**src/rtl/mpy_32_16_sched.sv**
```systemverilog
// Round-robin front end for one shared, fully pipelined Mpy_32_16 multiplier.
// Grants at most one requester per cycle and routes each product back by ID after a fixed latency.
module mpy_32_16_sched #(
    parameter int NREQ    = 4,
    parameter int IDW     = 2,
    parameter int MPY_LAT = 9,
    localparam int CW     = $clog2(MPY_LAT + 2)
) (
    input  logic                 clk,
    input  logic                 reset,
    input  logic [NREQ-1:0]      req_valid,
    output logic [NREQ-1:0]      req_ready,
    input  logic [NREQ*16-1:0]   req_hi,
    input  logic [NREQ*16-1:0]   req_lo,
    input  logic [NREQ*16-1:0]   req_n,
    input  logic                 drain,
    output logic [15:0]          mpy_hi,
    output logic [15:0]          mpy_lo,
    output logic [15:0]          mpy_n,
    input  logic [31:0]          mpy_outf,
    output logic [NREQ-1:0]      rsp_valid,
    output logic [IDW-1:0]       rsp_id,
    output logic [31:0]          rsp_data,
    output logic [CW-1:0]        inflight,
    output logic                 idle
);

    logic [IDW-1:0]  rr_reg;
    logic [IDW-1:0]  grant_id;
    logic            grant_found;
    logic            handshake;
    logic [15:0]     hi_arr [NREQ];
    logic [15:0]     lo_arr [NREQ];
    logic [15:0]     n_arr  [NREQ];
    logic [15:0]     mpy_hi_reg, mpy_lo_reg, mpy_n_reg;
    logic            tag_valid_reg [MPY_LAT+1];
    logic [IDW-1:0]  tag_id_reg    [MPY_LAT+1];
    logic [NREQ-1:0] rsp_valid_reg;
    logic [IDW-1:0]  rsp_id_reg;
    logic [31:0]     rsp_data_reg;
    logic [CW-1:0]   inflight_reg;
    logic [CW-1:0]   inflight_next;
    logic            rsp_capture;

    genvar gi;
    generate
        for (gi = 0; gi < NREQ; gi++) begin : g_req
            assign hi_arr[gi]    = req_hi[16*gi +: 16];
            assign lo_arr[gi]    = req_lo[16*gi +: 16];
            assign n_arr[gi]     = req_n[16*gi +: 16];
            assign req_ready[gi] = handshake && (grant_id == IDW'(gi));
        end
    endgenerate

    // First valid requester at or after the rr pointer, wrapping around.
    always_comb begin
        grant_found = 1'b0;
        grant_id    = '0;
        for (int k = 0; k < NREQ; k++) begin
            int idx;
            idx = int'(rr_reg) + k;
            if (idx >= NREQ) idx = idx - NREQ;
            if (!grant_found && req_valid[idx]) begin
                grant_found = 1'b1;
                grant_id    = IDW'(idx);
            end
        end
    end

    assign handshake = grant_found && !drain && reset;

    always_ff @(posedge clk or negedge reset) begin
        if (!reset) begin
            rr_reg     <= '0;
            mpy_hi_reg <= '0;
            mpy_lo_reg <= '0;
            mpy_n_reg  <= '0;
        end else if (handshake) begin
            rr_reg     <= (grant_id == IDW'(NREQ - 1)) ? '0 : grant_id + IDW'(1);
            mpy_hi_reg <= hi_arr[grant_id];
            mpy_lo_reg <= lo_arr[grant_id];
            mpy_n_reg  <= n_arr[grant_id];
        end
    end

    // Tag pipe runs in lockstep with the multiplier so the product and its owner arrive together.
    always_ff @(posedge clk or negedge reset) begin
        if (!reset) begin
            tag_valid_reg[0] <= 1'b0;
            tag_id_reg[0]    <= '0;
        end else begin
            tag_valid_reg[0] <= handshake;
            tag_id_reg[0]    <= grant_id;
        end
    end

    generate
        for (gi = 1; gi <= MPY_LAT; gi++) begin : g_tag
            always_ff @(posedge clk or negedge reset) begin
                if (!reset) begin
                    tag_valid_reg[gi] <= 1'b0;
                    tag_id_reg[gi]    <= '0;
                end else begin
                    tag_valid_reg[gi] <= tag_valid_reg[gi-1];
                    tag_id_reg[gi]    <= tag_id_reg[gi-1];
                end
            end
        end
    endgenerate

    assign rsp_capture = tag_valid_reg[MPY_LAT];

    always_ff @(posedge clk or negedge reset) begin
        if (!reset) begin
            rsp_valid_reg <= '0;
            rsp_id_reg    <= '0;
            rsp_data_reg  <= '0;
        end else if (rsp_capture) begin
            rsp_valid_reg <= NREQ'(1) << tag_id_reg[MPY_LAT];
            rsp_id_reg    <= tag_id_reg[MPY_LAT];
            rsp_data_reg  <= mpy_outf;
        end else begin
            rsp_valid_reg <= '0;
        end
    end

    always_comb begin
        inflight_next = inflight_reg;
        case ({handshake, rsp_capture})
            2'b10:   inflight_next = inflight_reg + CW'(1);
            2'b01:   inflight_next = inflight_reg - CW'(1);
            default: inflight_next = inflight_reg;
        endcase
    end

    always_ff @(posedge clk or negedge reset) begin
        if (!reset) inflight_reg <= '0;
        else        inflight_reg <= inflight_next;
    end

    assign mpy_hi    = mpy_hi_reg;
    assign mpy_lo    = mpy_lo_reg;
    assign mpy_n     = mpy_n_reg;
    assign rsp_valid = rsp_valid_reg;
    assign rsp_id    = rsp_id_reg;
    assign rsp_data  = rsp_data_reg;
    assign inflight  = inflight_reg;
    assign idle      = (inflight_reg == '0) && !handshake;

endmodule

```
**config.mk**
```make
export PLATFORM = sky130hd
export DESIGN_NAME = mpy_32_16_sched
export DESIGN_NICKNAME = d
export VERILOG_FILES = /design/src/rtl/mpy_32_16_sched.sv
export SDC_FILE = /design/constraint.sdc
export NUM_CORES = 1
export LEC_CHECK = 0
export CORE_ASPECT_RATIO = 0.8
export CORE_MARGIN = 3
export CORE_UTILIZATION = 35
export DETAILED_ROUTE_END_ITERATION = 6
export GPL_ROUTABILITY_DRIVEN = 0
export PLACE_DENSITY = 0.76
export SLEW_MARGIN = 25
export SYNTH_ARGS = -nofsm -noshare
export SYNTH_HDL_FRONTEND = slang
export SYNTH_SLANG_ARGS = --single-unit
```
**constraint.sdc**
```tcl
create_clock -name clk -period 2.07 [get_ports clk]
set_clock_uncertainty 0.05 [all_clocks]
set_input_delay 0.414 -clock clk [delete_from_list [all_inputs] [get_ports clk]]
set_output_delay 0.414 -clock clk [all_outputs]
set_load 0.03 [all_outputs]
```
### Yosys cells after proc, flatten, opt, wreduce, memory -nomap -nowiden

Cells that the tools add are included.

| word-level totals | value |
|---|---|
| register bits | 122 |
| bits in latches | 0 |
| memory bits (writable) | 0 |
| memory bits (read-only) | 0 |
| input bits | 231 |
| output and inout port bits | 95 |
| word-level logic and storage cells | 108 |
| memories | 0 |

| cells by class | value |
|---|---|
| add/subtract/negate cells | 10 |
| multiply operators | 0 |
| divide/modulo/power cells | 0 |
| order comparisons | 9 |
| eq/ne operators | 5 |
| shift-type cells | 1 |
| mux-type cells | 36 |
| bitwise gates (word level) | 1 |
| reduce and logical (&&, ||, !) cells | 18 |

Operators with widths:

| operator | count |
|---|---|
| $lt A32 B4 Y1 const B | 4 |
| $mux W32 | 4 |
| $bmux W16 S2 | 3 |
| $mux W16 | 6 |
| $ge A3 B3 Y1 const B | 4 |
| $mux W1 | 12 |
| $sub A3 B3 Y4 const B | 3 |
| $logic_and A1 B1 Y1 | 10 |
| $mux W2 | 5 |
| $bmux W1 S2 | 4 |
| $pmux W4 S2 | 1 |
| $add A2 B2 Y3 const B | 2 |
| $eq A2 B2 Y1 const B | 3 |
| $logic_not A1 Y1 | 5 |
| $add A4 B1 Y4 const B | 1 |
| $eq A2 B1 Y1 const B | 2 |
| $logic_not A4 Y1 | 1 |
| $mux W4 | 1 |
| $shl A1 B2 Y4 const A | 1 |
| $sub A2 B3 Y4 const B | 1 |
| $sub A4 B1 Y4 const B | 1 |
| $add A2 B1 Y3 const B | 1 |
| $ge A2 B3 Y1 const B | 1 |
| $not A2 Y3 | 1 |
| 3 further kinds | 3 |

### Logic depth before layout (Yosys ltp)

Gate-level depths: netlist (run 1).

| logic depth | value |
|---|---|
| word-level depth | 19 |
| depth in mapped cells | 10 |
| depth with buffers taken out | 9 |

### Worst setup path after synthesis (run 1)

OpenSTA, ideal clock, no wires.

| path | value |
|---|---|
| path kind | input -> register |
| start | input req_valid[0] |
| end | register inflight_reg[3], in the netlist inflight[3] |
| setup time | 135 ps |
| arrival | 2438 ps |
| data required time | 1885 ps |
| path slack | -553 ps |
| cell stages on the path | 10 |
| buffers on the path | 1 |
| path through | or4_4 > nand3b_4 > buf_1 > ha_1 > ha_1 > a21o_1 > a21oi_1 > xnor2_1 > nor2_1 > xor2_1 |

| on the way | value |
|---|---|
| cells in the longest elaborated chain, start to end | 17 |
| elaborated cells between the ends (all ways) | 28 |
| those cells by class | 2 x eq/ne; 17 x mux; 9 x reduce/logical |

RTL lines:

| item | RTL line | source |
|---|---|---|
| from (decl) | 11 | `input logic [NREQ-1:0] req_valid,` |
| $bmux W1 S2 | 63 | `if (!grant_found && req_valid[idx]) begin` |
| $mux W1 (implied by the code) (2 in a row) | 63 |  |
| $mux W1 | 63 |  |
| $logic_not A1 Y1 | 63 |  |
| $logic_and A1 B1 Y1 | 63 |  |
| $mux W1 | 63 |  |
| $logic_not A1 Y1 | 63 |  |
| $logic_and A1 B1 Y1 | 63 |  |
| $mux W1 | 63 |  |
| $logic_not A1 Y1 | 63 |  |
| $logic_and A1 B1 Y1 | 63 |  |
| $mux W1 (*) | 63 |  |
| $logic_and A1 B1 Y1 (*) (2 in a row) | 70 | `assign handshake = grant_found && !drain && reset;` |
| $eq A2 B1 Y1 / $eq A2 B2 Y1 (equally long branches) | 129 | `case ({handshake, rsp_capture})` |
| $pmux W4 S2 / $reduce_bool A2 Y1 (equally long branches) | n/a |  |
| to (signal assigned) | 138 | `else inflight_reg <= inflight_next;` |
| to (decl) | 41 | `logic [CW-1:0] inflight_reg;` |

Mark *: on every way between the ends. The rest lies on a longest branch, timed or not. The select of a mux whose other input is x is not followed.
A chain may end at the register's enable or synchronous reset.

### Final worst setup path (run 1)

| path | value |
|---|---|
| start | register rr_reg[0] |
| end | output req_ready[3] |

| on the way | value |
|---|---|
| elaborated cells between the ends (all ways) | 45 |
| those cells by class | 7 x add/sub; 4 x order compare; 1 x eq/ne; 24 x mux; 9 x reduce/logical |

RTL lines:

| item | RTL line | source |
|---|---|---|
| from (decl) | 28 | `logic [IDW-1:0] rr_reg;` |
| from (signal assigned) | 79 | `rr_reg <= (grant_id == IDW'(NREQ - 1)) ? '0 : grant_id + IDW'(1);` |
| branches (longest 14 deep; another with $sub A3 B3 Y4) | n/a |  |
| $mux W2 (*) | 63 |  |
| net grant_id[1] | 29 | `logic [IDW-1:0] grant_id;` |
| $eq A2 B2 Y1 (*) | 51 | `assign req_ready[gi] = handshake && (grant_id == IDW'(gi));` |
| $logic_and A1 B1 Y1 (*) | 51 |  |
| to (decl) | 12 | `output logic [NREQ-1:0] req_ready,` |

Mark *: on every way through the listed nets, which the timed path passes. The select of a mux whose other input is x is not followed.

==> impl_metrics.py, run 1 <==
metrics = {
    "synth": {
        "synth_top_area_share_pct": 50.5,
        "yosys_warnings": 0,
        "synthDistinctLibCells": 37,
        "synth_flop_cell": "dfrtp_1",
        "syn_area_um2": 6040,
        "ys_top_cells_by_count": "122 x dfrtp_1, 53 x mux2_2, 50 x a21oi_1",
        "synth_seq_cells": 122,
        "post-synth-top-area-cell": "dfrtp_1",
        "ys_top_cells_by_area": "dfrtp_1 51%, mux2_2 9.9%, a221o_1 8.0%",
        "synth_edf_count": 0,
        "async_reset_ff_share_pct": 100,
        "synth_cells": 513,
        "syn_avg_cell_area_um2": 11.8,
        "syn-num-nets": 752,
        "synth-seq-area-share_pct": 50.5,
        "yosysMostFrequentCell": "dfrtp_1",
    },
    "setup_path": {
        "reg2regPathDepth": 11,
        "crit_path_top_delay_cell": "dfrtp_1",
        "cp_cell_sequence": "nor3b_2, a211o_1, o21ai_2, inv_2, ha_4, and2_4, buf_12",
        "r2r-end": "mpy_n[14]",
        "cp.arrival_ps": 1980,
        "crit_buf_inv": 2,
        "crit_path_end": "req_ready[3]",
        "cp_max_fo": 5,
        "r2r_slack_ps": -310,
        "cp_top_family": "flip-flops",
        "startpoint": "rr_reg[0]",
        "path_depth": 7,
        "crit_required_ps": 1610,
        "path_class": "reg -> out",
        "critPathLaunchType": "register",
        "timing.rr.start": "rr_reg[1]",
        "max_stage_delay_ps": 440,
        "worstSetupEndpointType": "output port",
    },
    "sta": {
        "finalSetupViolations": 45,
        "tightest_slew_ps": 670,
        "drv_slew": 0,
        "maxSlewHeadroom_pct": 55.4,
        "fin_crit_sh_pct": 118,
        "max_freq_mhz": 410,
        "finalCriticalPeriod_ps": 2440,
        "final_hold_viol_count": 0,
        "tns_ps": -10520,
        "setup_slack_ps": -371,
        "rsz0062_at_grt": "true",
    },
    "status": {
        "status": "finished, violations left",
        "violations": "setup timing",
    },
    "clock_network": {
        "cts_tree": "built",
        "clock_sinks": 122,
        "cts_buffer_depth": 2,
        "htree_levels": 4,
        "path_clk_slew_ps": 60,
        "clock_latency_ps": 410,
        "cts_buffers": 17,
        "cts_root_buf": "clkbuf_16",
    },
    "grt": {
        "grt_usage_pct": 24.4,
        "grt_pass1_vias": 6131,
        "grt_overflow": 0,
        "antenna_found_initial": 1,
        "grt_pass1_wl_mm": 35.6,
        "grt_max_degree": 123,
    },
    "die": {
        "initial_utilization_pct": 36.2,
        "dieArea_um2": 18900,
        "fp.dieW_um": 153,
        "coreArea_um2": 16700,
        "rows": 42,
        "io_pins": 326,
        "dieHeight_um": 124,
    },
    "detailed_routing": {
        "via_per_inst": 5.52,
        "first_pass_iters": 4,
        "drc_errors": 0,
        "drt_iter0_drc": 392,
        "avgRoutedWirePerCell_um": 21.4,
        "antenna_left": 0,
        "wl_mm": 23.5,
        "vias": 6077,
    },
    "pwr": {
        "ir_drop_mv": 0.615,
        "p_total_w": 0.0131,
        "powerDensity_nw_per_um2": 1190,
        "p_leak_nw": 4.66,
    },
    "placement": {
        "dpl_worst_slack_ps": -623,
        "numPortBuffers": 325,
        "place_area_um2": 9790,
        "hpwl_mm": 15.1,
    },
    "flow_run": {
        "maxCapViolCount": 0,
    },
    "finish": {
        "largest_reg_flops": 32,
        "final_nets": 1105,
        "fillers": 1238,
        "fin_area_um2": 11000,
        "drive_gt1_share_pct": 24.8,
        "syn2layout_area_growth_pct": 82.8,
    },
    "hold_path": {
        "hold_class": "in -> async",
    },
}
## cell type report
class                   instances  area [um2]  share of cell area [%]
repair buffers                388        4040                    36.6
flip-flops and latches        122        3060                    27.7
multi-input cells             329        3030                    27.4
clock buffers                  19         453                    4.10
well taps                     220         275                    2.49
clock inverters                12         141                    1.28
inverters                       8        42.5                   0.385
diodes                          2        5.00                  0.0453
## worst min-delay path by stage
| stage | depth (start not counted) | to | from |
|---|---|---|---|
| 2_1_floorplan | 0 | inflight[0] | reset |
| 3_3_place_gp | 0 | tag_id_reg[8] | tag_id_reg[10] |
| 3_5_place_dp | 0 | tag_id_reg[1] | tag_id_reg[3] |
| 4_1_cts | 2 | rsp_data[30] | reset |
| 5_1_grt | 2 | rsp_data[30] | reset |
| 6_report | 2 | inflight[3] | reset |
## placed cells by master, fill, tap and decap left out, types with 2 or more instances in the layout
cell type        Yosys  layout
clkdlybuf4s50_1      0     315
clkinvlp_4           0       2
nand2_1              7       7
a21oi_2              0       3
dfrtp_2              0       2
a21oi_1             50      46
nand3b_4             1       2
nor2_4               0       2
buf_8                0       2
mux2_2              53      39
inv_1                5       5
nand4_1             48      48
or4_4                1       2
dfrtp_1            122     120
mux2_4               0      40
xnor2_1              2       2
o21ai_0              4       2
mux2_1              28       2
ha_1                 7       2
clkbuf_16            0      19
nor2_1               7       4
xor2_1               2       2
a221o_1             48      48
and2_4               0       3
buf_6                3      15
buf_12               0      16
bufinv_16            0       2
clkbuf_8             0       2
buf_2               15       2
buf_16               0       2
clkinv_4             0       5
ha_4                 0       4
diode_2              0       2
buf_4                2      34
inv_6                0       3
o31ai_1             49      49
## report_power, final
part / switching [W] / total, W / internal, W / leakage, nW
registers: 0.000452 / 0.00359 / 0.00313 / 1.50
clock network: 0.00111 / 0.00295 / 0.00184 / 0.286
logic: 0.00332 / 0.00661 / 0.00329 / 2.88
total: 0.00488 / 0.0131 / 0.00826 / 4.66
## logic make-up after synthesis
logic type,share of synthesized area (%)
and+or+nand+nor,8.24
DFF,50.5
xor gates and xnor gates,0.580
adders and majority gates,1.78
buffers and inverters,4.66
AOI/OAI and AO/OA,19.1
muxes,15.1
## layer usage
layer | share of wire [%] | wire length [um] | GRT usage [%]
met1 | 40 | 9320 | 30.2
met2 | 50 | 11700 | 40.4
met5 | 0 | 0 | 0
met3 | 8.2 | 1940 | 8.01
met4 | 2.3 | 539 | 8.63
## worst register-to-register path, cell delays in order, from the launching register on
cell and delay, ps:
dfrtp_2 460, nand2b_4 170, a21o_4 210, nand3_4 90, inv_6 50, buf_4 130, buf_6 100, buf_6 110
buf_8 130, buf_12 150, mux2_4 310, a221o_1 300
## per-stage QoR
step	hold WS [ps]	std cells	utilization (%)
2_1_floorplan	68.4	513	-
3_3_place_gp	281	1041	58.6
3_5_place_dp	285	1041	58.6
4_1_cts	94.2	1097	65.9
5_1_grt	105	1099	66.1
6_report	20.0	1100	66.1
## repair_timing
action / 4_1_cts / 5_1_grt
gates cloned: 5 / 2
resized for setup: 107 / 12
setup endpoints to repair: 55 / 54
pin swaps: 38 / 11
buffers inserted: 20 / 4
hold buffers: 0 / 0
(Power assumes the default switching activity.)
==> run 2, diff against run 1 <==
--- a/config.mk
+++ b/config.mk
@@ -10,8 +10,7 @@
 export CORE_UTILIZATION = 35
 export DETAILED_ROUTE_END_ITERATION = 6
 export GPL_ROUTABILITY_DRIVEN = 0
-export PLACE_DENSITY = 0.76
-export SLEW_MARGIN = 25
+export PLACE_DENSITY = 0.86
 export SYNTH_ARGS = -nofsm -noshare
 export SYNTH_HDL_FRONTEND = slang
 export SYNTH_SLANG_ARGS = --single-unit
==> run 2 against run 1 <==
The run still ends with setup timing left. Combinational power down 0.6%. Register-to-register slack better by 150 ps. Clock power is 4% lower. Sequential share of layout area increased by 0.20 points. Worst setup slack improved by 24 ps. Die area is the same. Sequential cell count did not move. Critical path depth unchanged. Power down 1.3%. Non-clock buffer count up 2.
==> impl_metrics.py, run 2 (synthesis gave the netlist of run 1 again) <==
metrics = {
    "status": {
        "status": "finished, violations left",
        "violations": "setup timing",
    },
    "sta": {
        "tightest_slew_ps": 661,
        "rsz0062_at_grt": "true",
        "fin_crit_sh_pct": 117,
        "final_hold_viol_count": 0,
        "drv_slew": 0,
        "finalSetupViolations": 54,
        "setup_slack_ps": -347,
        "max_freq_mhz": 414,
        "maxSlewHeadroom_pct": 56.0,
        "finalCriticalPeriod_ps": 2420,
    },
    "die": {
        "dieArea_um2": 18900,
        "io_pins": 326,
        "dieHeight_um": 124,
        "fp.dieW_um": 153,
        "rows": 42,
        "coreArea_um2": 16700,
        "initial_utilization_pct": 36.2,
    },
    "detailed_routing": {
        "antenna_left": 0,
        "wl_met2_mm": 12.5,
        "vias": 6251,
        "drt_iter0_drc": 340,
        "met1Wirelength_mm": 9.60,
        "avgRoutedWirePerCell_um": 22.9,
        "wl_met3_mm": 2.39,
        "drc_errors": 0,
        "first_pass_iters": 5,
        "wl_mm": 25.2,
        "via_per_inst": 5.68,
        "top_layer_used": "met4",
    },
    "grt": {
        "grt_overflow": 0,
        "antenna_found_initial": 0,
        "grt_pass1_vias": 6430,
        "grt_max_degree": 123,
        "grt_usage_pct": 25.0,
        "grt_pass1_wl_mm": 36.3,
    },
    "setup_path": {
        "max_stage_delay_ps": 450,
        "crit_required_ps": 1610,
        "cp_cell_sequence": "nor2b_2, o21ai_4, nand3_4, buf_4, ha_1, and2_1, buf_4",
        "worstSetupEndpointType": "output port",
        "crit_path_top_delay_cell": "dfrtp_2",
        "path_class": "reg -> out",
        "path_common_cell": "buf_4",
        "cp.arrival_ps": 1950,
        "critPathLaunchType": "register",
        "cp_max_fo": 6,
    },
    "placement": {
        "hpwl_mm": 16.2,
        "numPortBuffers": 325,
    },
    "finish": {
        "utilization_pct": 65.6,
        "largest_reg_flops": 32,
        "n_antenna_cell": 0,
        "final_common_cell": "clkdlybuf4s50_1",
        "syn2layout_area_growth_pct": 81.5,
        "final_nets": 1107,
        "drive_gt1_share_pct": 22.6,
        "final_cell_mix": "314 x clkdlybuf4s50_1, 120 x dfrtp_1, 54 x mux2_2",
    },
    "clock_network": {
        "path_clk_slew_ps": 60,
        "clock_sinks": 122,
        "cts_buffer_depth": 2,
        "cts_buffers": 17,
        "cts_root_buf": "clkbuf_16",
        "clock_latency_ps": 410,
        "cts_tree": "built",
        "htree_levels": 4,
    },
    "hold_path": {
        "hold_class": "in -> async",
    },
    "flow_run": {
        "maxCapViolCount": 0,
    },
    "pwr": {
        "ir_drop_mv": 0.616,
        "powerDensity_nw_per_um2": 1180,
        "p_total_w": 0.0130,
        "p_leak_nw": 4.55,
    },
}
==> run 2: worst paths after layout <==
path	to	start	cells past startpoint	slack [ps]
worst max-delay path	req_ready[0]	rr_reg[1]	7	-350
worst min-delay path	tag_id_reg[1]	reset	2	60
worst max register to register	mpy_lo[2]	rr_reg[1]	8	-160
worst min register to register	tag_id_reg[13]	tag_id_reg[15]	0	300
max in group asynchronous	inflight[1]	reset	2	1420
min in group clk	tag_id_reg[13]	tag_id_reg[15]	0	300
==> run 2: final cells by class <==
cell class / instances / area [um2]
Fill cell: 1222 / 5740
Sequential cell: 122 / 3060
Clock buffer: 17 / 425
Inverter: 8 / 37.5
Clock inverter: 15 / 136
Tap cell: 220 / 275
Timing Repair Buffer: 390 / 4130
Multi-Input combinational cell: 329 / 2910
==> run 2: metal layers <==
metal  vias to the layer above  track usage (%)
met5                         -                0
met4                         0             8.18
met3                        50             8.64
met2                       380             42.5
met1                      3100             30.0
li1                       2721                -
==> run 2: per-stage QoR <==
stage	instance area [um2]	std cells	hold WS (ps)	worst slack, ps	TNS [ps]
6_report	11000	1101	64.4	-347	-6830
2_1_floorplan	6090	513	68.4	-241	-386
5_1_grt	11000	1101	89.8	-442	-10850
3_3_place_gp	9840	1044	283	-630	-30700
3_5_place_dp	9840	1044	285	-651	-32250
4_1_cts	10800	1093	79.2	-357	-4830
==> run 2: repair_timing <==
action,in CTS,in global routing
hold endpoints to repair,0,0
buffers inserted,14,4
hold buffers,0,0
setup endpoints to repair,57,55
pin swaps,6,7
resized for setup,59,13
gates cloned,4,4
==> run 2: report_power, final <==
part           internal, W  total (W)  leakage (nW)  switching [W]
sequential         0.00313    0.00359          1.50       0.000458
clock              0.00158    0.00282         0.273        0.00124
combinational      0.00325    0.00657          2.78        0.00332
total              0.00796     0.0130          4.55        0.00503
==> run 2: worst max-delay path: cells and delay by family, from the launching register on <==
kind                       cells  cell delay, ps
AOI/OAI and AO/OA              1             170
adders and majority gates      1             180
buffers and inverters          2             320
DFF                            1             450
and+or+nand+nor                3             430
